<file path="src/rtl/io_hex_pkg.sv">
// Shared definitions for the seven-segment display controller: register map,
// control bit positions, blank pattern and the hex segment table.
package io_hex_pkg;

  typedef enum logic [2:0] {
    ADDR_DIGITS = 3'd0,
    ADDR_RAW0   = 3'd1,
    ADDR_RAW1   = 3'd2,
    ADDR_MODE   = 3'd3,
    ADDR_BLINK  = 3'd4,
    ADDR_CTRL   = 3'd5,
    ADDR_STATUS = 3'd6,
    ADDR_UNUSED = 3'd7
  } reg_addr_e;

  localparam logic [6:0] SEG_BLANK    = 7'h7F;
  localparam int         CTRL_EN_BIT  = 0;
  localparam int         CTRL_LZB_BIT = 1;

  // Active-low segments, bit0 = a .. bit6 = g, indexed by nibble value
  localparam logic [6:0] SEG_TABLE [16] = '{
    7'h40, 7'h79, 7'h24, 7'h30, 7'h19, 7'h12, 7'h02, 7'h78,
    7'h00, 7'h10, 7'h08, 7'h03, 7'h46, 7'h21, 7'h06, 7'h0E
  };

  function automatic logic [31:0] merge_bytes(input logic [31:0] old_val,
                                              input logic [31:0] new_val,
                                              input logic [3:0]  strb);
    logic [31:0] result;
    result = old_val;
    for (int b = 0; b < 4; b++) begin
      if (strb[b]) result[8*b +: 8] = new_val[8*b +: 8];
    end
    return result;
  endfunction

endpackage

</file>
<file path="src/rtl/io_hex_ctrl_hex_seg_decode.sv">
// Combinational nibble to active-low seven-segment decoder.
module hex_seg_decode
  import io_hex_pkg::*;
(
  input  logic [3:0] nibble,
  output logic [6:0] seg
);

  assign seg = SEG_TABLE[nibble];

endmodule

</file>
<file path="src/rtl/io_hex_ctrl.sv">
// Register-mapped seven-segment controller: bus register file, blink timer,
// leading-zero blanking and registered segment outputs for 1..8 digits.
module io_hex_ctrl
  import io_hex_pkg::*;
#(
  parameter int NUM_DIGITS = 8,
  parameter int BLINK_DIV  = 25_000_000
) (
  input  logic                    i_clk,
  input  logic                    i_rst,
  input  logic                    i_wr_en,
  input  logic                    i_rd_en,
  input  logic [2:0]              i_addr,
  input  logic [31:0]             i_wr_data,
  input  logic [3:0]              i_wr_strb,
  output logic [31:0]             o_rd_data,
  output logic                    o_rd_vld,
  output logic [7*NUM_DIGITS-1:0] o_hex
);

  localparam int                CNT_W    = $clog2(BLINK_DIV);
  localparam logic [CNT_W-1:0]  CNT_LAST = CNT_W'(BLINK_DIV - 1);

  if (NUM_DIGITS < 1 || NUM_DIGITS > 8) begin : g_bad_num_digits
    $error("io_hex_ctrl: NUM_DIGITS must be in 1..8");
  end
  if (BLINK_DIV < 2) begin : g_bad_blink_div
    $error("io_hex_ctrl: BLINK_DIV must be at least 2");
  end

  logic [31:0]            digits_q;
  logic [31:0]            raw0_q;
  logic [31:0]            raw1_q;
  logic [7:0]             mode_q;
  logic [7:0]             blink_q;
  logic [1:0]             ctrl_q;
  logic [CNT_W-1:0]       blink_cnt_q;
  logic                   phase_q;
  logic [31:0]            rd_mux;
  logic [63:0]            raw_all;
  logic [NUM_DIGITS-1:0]  lz_blank;
  logic [7*NUM_DIGITS-1:0] hex_next;
  logic [6:0]             dec_seg [NUM_DIGITS];
  logic                   unused_bits;

  // Register file; bits of absent digits are still stored so they read back
  always_ff @(posedge i_clk) begin
    if (i_rst) begin
      digits_q <= '0;
      raw0_q   <= '0;
      raw1_q   <= '0;
      mode_q   <= '0;
      blink_q  <= '0;
      ctrl_q   <= 2'b01;
    end else if (i_wr_en) begin
      case (reg_addr_e'(i_addr))
        ADDR_DIGITS: digits_q <= merge_bytes(digits_q, i_wr_data, i_wr_strb);
        ADDR_RAW0:   raw0_q   <= merge_bytes(raw0_q, i_wr_data, i_wr_strb);
        ADDR_RAW1:   raw1_q   <= merge_bytes(raw1_q, i_wr_data, i_wr_strb);
        ADDR_MODE:   if (i_wr_strb[0]) mode_q  <= i_wr_data[7:0];
        ADDR_BLINK:  if (i_wr_strb[0]) blink_q <= i_wr_data[7:0];
        ADDR_CTRL:   if (i_wr_strb[0]) ctrl_q  <= i_wr_data[1:0];
        default: ;
      endcase
    end
  end

  // Free-running blink timer, untouched by register writes
  always_ff @(posedge i_clk) begin
    if (i_rst) begin
      blink_cnt_q <= '0;
      phase_q     <= 1'b0;
    end else if (blink_cnt_q == CNT_LAST) begin
      blink_cnt_q <= '0;
      phase_q     <= ~phase_q;
    end else begin
      blink_cnt_q <= blink_cnt_q + 1'b1;
    end
  end

  always_comb begin
    rd_mux = '0;
    case (reg_addr_e'(i_addr))
      ADDR_DIGITS: rd_mux = digits_q;
      ADDR_RAW0:   rd_mux = raw0_q;
      ADDR_RAW1:   rd_mux = raw1_q;
      ADDR_MODE:   rd_mux = {24'h0, mode_q};
      ADDR_BLINK:  rd_mux = {24'h0, blink_q};
      ADDR_CTRL:   rd_mux = {30'h0, ctrl_q};
      ADDR_STATUS: rd_mux = {31'h0, phase_q};
      default:     rd_mux = '0;
    endcase
  end

  always_ff @(posedge i_clk) begin
    if (i_rst) begin
      o_rd_vld  <= 1'b0;
      o_rd_data <= '0;
    end else begin
      o_rd_vld <= i_rd_en;
      if (i_rd_en) o_rd_data <= rd_mux;
    end
  end

  for (genvar d = 0; d < NUM_DIGITS; d++) begin : g_digit
    hex_seg_decode u_dec (
      .nibble (digits_q[4*d +: 4]),
      .seg    (dec_seg[d])
    );
  end

  assign raw_all     = {raw1_q, raw0_q};
  assign unused_bits = ^{raw_all, digits_q, mode_q, blink_q};

  // Leading-zero run starts at the top digit and ends at the first raw or non-zero digit
  always_comb begin
    logic zero_run;
    lz_blank = '0;
    hex_next = '1;
    zero_run = ctrl_q[CTRL_LZB_BIT];
    for (int d = NUM_DIGITS - 1; d >= 1; d--) begin
      zero_run    = zero_run && !mode_q[d] && (digits_q[4*d +: 4] == 4'h0);
      lz_blank[d] = zero_run;
    end
    for (int d = 0; d < NUM_DIGITS; d++) begin
      if (!ctrl_q[CTRL_EN_BIT] || (phase_q && blink_q[d]) || lz_blank[d]) begin
        hex_next[7*d +: 7] = SEG_BLANK;
      end else if (mode_q[d]) begin
        hex_next[7*d +: 7] = ~raw_all[8*d +: 7];
      end else begin
        hex_next[7*d +: 7] = dec_seg[d];
      end
    end
  end

  always_ff @(posedge i_clk) begin
    if (i_rst) o_hex <= {NUM_DIGITS{SEG_BLANK}};
    else       o_hex <= hex_next;
  end

endmodule

</file>
<file path="config.mk">
export PLATFORM = sky130hd
export DESIGN_NAME = io_hex_ctrl
export DESIGN_NICKNAME = d
export VERILOG_FILES = /design/src/rtl/io_hex_pkg.sv /design/src/rtl/io_hex_ctrl_hex_seg_decode.sv /design/src/rtl/io_hex_ctrl.sv
export SDC_FILE = /design/constraint.sdc
export NUM_CORES = 1
export LEC_CHECK = 0
export CAP_MARGIN = 10
export CORE_ASPECT_RATIO = 1.75
export CORE_MARGIN = 8
export CORE_UTILIZATION = 40
export CTS_BUF_LIST = sky130_fd_sc_hd__clkbuf_4 sky130_fd_sc_hd__clkbuf_8 sky130_fd_sc_hd__clkbuf_16
export DETAILED_ROUTE_END_ITERATION = 8
export PLACE_DENSITY = 0.69
export SYNTH_ARGS = -nofsm -noshare
export SYNTH_HDL_FRONTEND = slang
export SYNTH_SLANG_ARGS = --single-unit
</file>
<file path="constraint.sdc">
create_clock -name i_clk -period 2.5 [get_ports i_clk]
set_input_delay 0.5 -clock i_clk [delete_from_list [all_inputs] [get_ports i_clk]]
set_output_delay 0.5 -clock i_clk [all_outputs]
set_load 0.01 [all_outputs]
</file>
==> impl_metrics.yaml <==
worst_setup_path:
  crit_required_ps: 2970
  endpoint_kind: "flip-flop"
  path_cells: "ha_1 > inv_1 > or4_1 > or4_1 > a21oi_1"
  slowest_delay_ps: 730
  worst-setup-path-type: "flip-flop to flip-flop"
  cp_slowest_cell: "or4_1"
  crit_path_start_kind: "flip-flop"
  arrival_ps: 2730
  cp_common_cell: "or4_1"
  reg2reg_depth: 5
  path_max_fanout: 14
routing:
  drtAntennaViolNets: 0
  drtPass1Iterations: 5
  via_per_inst: 5.65
  routed_wl_um: 36900
  wl_per_cell_um: 19.5
  vias: 10700
  drc: 0
  drt_iter0_drc: 827
pwr:
  p_switching_mw: 2.03
  fin_total_pwr_mw: 8.41
  swShare_pct: 24.1
  p_seq_share_pct: 45.2
  ir_drop_mv: 0.415
  power_leakage_nw: 4.92
  clkPwrFrac_pct: 45.5
  power_density_nw_per_um2: 594
  pwr-share-comb_pct: 9.3
  p_int_mw: 6.38
timing:
  final-hold-violation-count: 0
  slew-limit-headroom_pct: 48.4
  finalSetupViolCount: 0
  worst_pin_slew_ps: 769
  fin_worst_skew_ps: 16.1
  fin_crit_sh_pct: 90.5
  rsz0062_at_grt: "false"
  fmaxAchievable_mhz: 442
  slew_violations: 0
  final.setup.tns_ps: 0
  finalCriticalPeriod_ps: 2260
  worst_hold_slack_ps: 480
synth:
  yosysTopAreaCell: "dfxtp_1"
  ys_seq_area_share_pct: 40.8
  synth_area_leaders: "dfxtp_1, o21ai_0, a21oi_1"
  avgSynthCellArea_um2: 8.21
  synth_top_family_by_area: "compound AO/OA/AOI/OAI gates"
  yosys_most_used_dff: "dfxtp_1"
  yosysMostFrequentCell: "dfxtp_1"
  syn_area_um2: 11200
  synth_nets: 1459
  yosysTopAreaCellShare_pct: 40.8
  ys_top_cells_by_count: "dfxtp_1, nand2_1, o21ai_0, a21oi_1, clkbuf_1"
  synth_edf_count: 0
  yosysWarnings: 0
  synth_compound_area_share_pct: 24.1
  ys_types: 48
  synth_simple_gate_area_share_pct: 17.1
  synth_xor_area_share_pct: 0.856
  synth_cells: 1370
  async_flop_share_pct: 0
  synthAdderAreaFrac_pct: 5.12
  synth.area.mux_share_pct: 7.40
  synth-seq-cells: 229
clock_tree:
  post_cts_buffers: 0
  clock_sinks: 229
  clk_latency_ps: 530
  root_buffer: "clkbuf_16"
  cts_buffer_depth: 3
  cts_max_level: 1
  cts_tree: "done"
  hold_buffers: 0
  cts.clk_slew.worst_paths_ps: 70
  numCtsBuffers: 23
flow_run:
  maxCapViolCount: 0
placed_design:
  gp_congestion: 0.913
  portBuffers: 131
  hpwlAfterDp_um: 27400
grt:
  track_usage_pct: 21.2
  overflow: 0
  grt_max_degree: 149
  antenna_found_initial: 0
  grt_pass1_wl_um: 56700
  grt_pass1_vias: 10400
final_layout:
  fin_nets: 1590
  drive_gt1_share_pct: 9.75
  fillers: 2651
  utilization_pct: 51.0
  synthToLayoutAreaGrowth_pct: 25.8
die:
  start_util_pct: 40.5
  num_rows: 81
  coreArea_um2: 27800
  dieWidth_um: 143
  io_pins: 132
  die_h_um: 238
  die_area_um2: 34000
hold_path:
  min_path_type: "flip-flop to flip-flop"
  holdPathStages: 2
status:
  outcome: "finished, final reports clean"
## path summary, 6_finish.rpt
path,startpoint,end,slack (ps)
setup / recovery,blink_cnt_q[0],blink_cnt_q[18],240
hold / removal,raw0_q[23],raw0_q[23],480
setup reg to reg,blink_cnt_q[0],blink_cnt_q[18],240
hold reg to reg,raw0_q[23],raw0_q[23],480
## final cells by class
cell class / instances / area, um2 / area share [%]
Timing Repair Buffer: 213 / 1980 / 14.0
Antenna cell: 1 / 2.50 / 0.0177
Inverter: 34 / 128 / 0.902
Clock inverter: 15 / 215 / 1.52
Tap cell: 373 / 467 / 3.30
Sequential cell: 229 / 4580 / 32.4
Clock buffer: 27 / 618 / 4.37
Multi-Input combinational cell: 1000 / 6160 / 43.5
## sequential cells by signal, indices dropped and copies added, names as in the netlist
register	flops
raw1_q	32
digits_q	32
blink_cnt_q	25
o_hex	56
o_rd_data	32
blink_q	8
ctrl_q	2
mode_q	8
phase_q	1
o_rd_vld	1
raw0_q	32
## power by group through the flow
| stage | sequential [mW] | combinational (mW) | clock [mW] |
|---|---|---|---|
| floorplan | 3.90 | 0.319 | 0 |
| global placement | 3.88 | 0.771 | 0 |
| detailed placement | 3.88 | 0.775 | 0 |
| CTS | 3.80 | 0.778 | 3.88 |
| global route | 3.81 | 0.830 | 4.03 |
| finish | 3.80 | 0.780 | 3.83 |
## metal layers
| metal | global-route usage, % | routed length, um | part of all wire [%] | up-vias |
|---|---|---|---|---|
| met1 | 20.7 | 12700 | 34 | 5058 |
| met4 | 16.7 | 2840 | 7.7 | 0 |
| met5 | 0 | 0 | 0 | - |
| met2 | 38.9 | 19200 | 52 | 373 |
| li1 | - | - | - | 5118 |
| met3 | 3.22 | 2100 | 5.7 | 136 |
## kinds of logic (layout without fill, tap and decap cells)
logic type	count (synthesis)	in the layout
AO/OA/AOI/OAI	461	461
XOR/XNOR	11	11
adder cells (fa/ha/maj)	46	46
buffers and inverters	141	289
flip-flops	229	229
multiplexers	75	75
other	0	1
AND/OR/NAND/NOR	407	407
## metrics by stage
stage	cell area [um2]	std cells	worst slack, ps
floorplan	11200	1370	484
CTS	14100	1891	65.7
global route	14200	1891	47.1
global placement	13300	1849	116
finish	14200	1892	237
detailed placement	13300	1849	60.6
## worst max-delay path, delay by kind of cell (launching register included)
family | cells | cell delay (ps)
AND/OR/NAND/NOR | 2 | 1270
flip-flops | 1 | 410
adder cells (fa/ha/maj) | 1 | 280
AO/OA/AOI/OAI | 1 | 140
buffers and inverters | 1 | 80
## cells in the final DEF (no fill, tap or decap), types with 13 or more instances in the layout
cell,instances
nand2_1,202
and2_1,13
clkdlybuf4s50_1,129
o2bb2ai_1,30
inv_1,33
nor2_1,72
clkbuf_16,23
a21oi_1,157
dfxtp_1,229
buf_4,78
ha_1,46
nand3b_1,19
nand3_1,15
o21ai_0,170
nand2b_1,20
o31ai_1,16
mux2i_1,64
a22oi_1,24
## timing repair
| item | CTS | global route |
|---|---|---|
| resized for setup | 0 | 2 |
| hold endpoints to repair | 0 | 0 |
| endpoints found under the setup margin | 0 | 8 |
No activity file was read; power rests on OpenSTA's default activity.
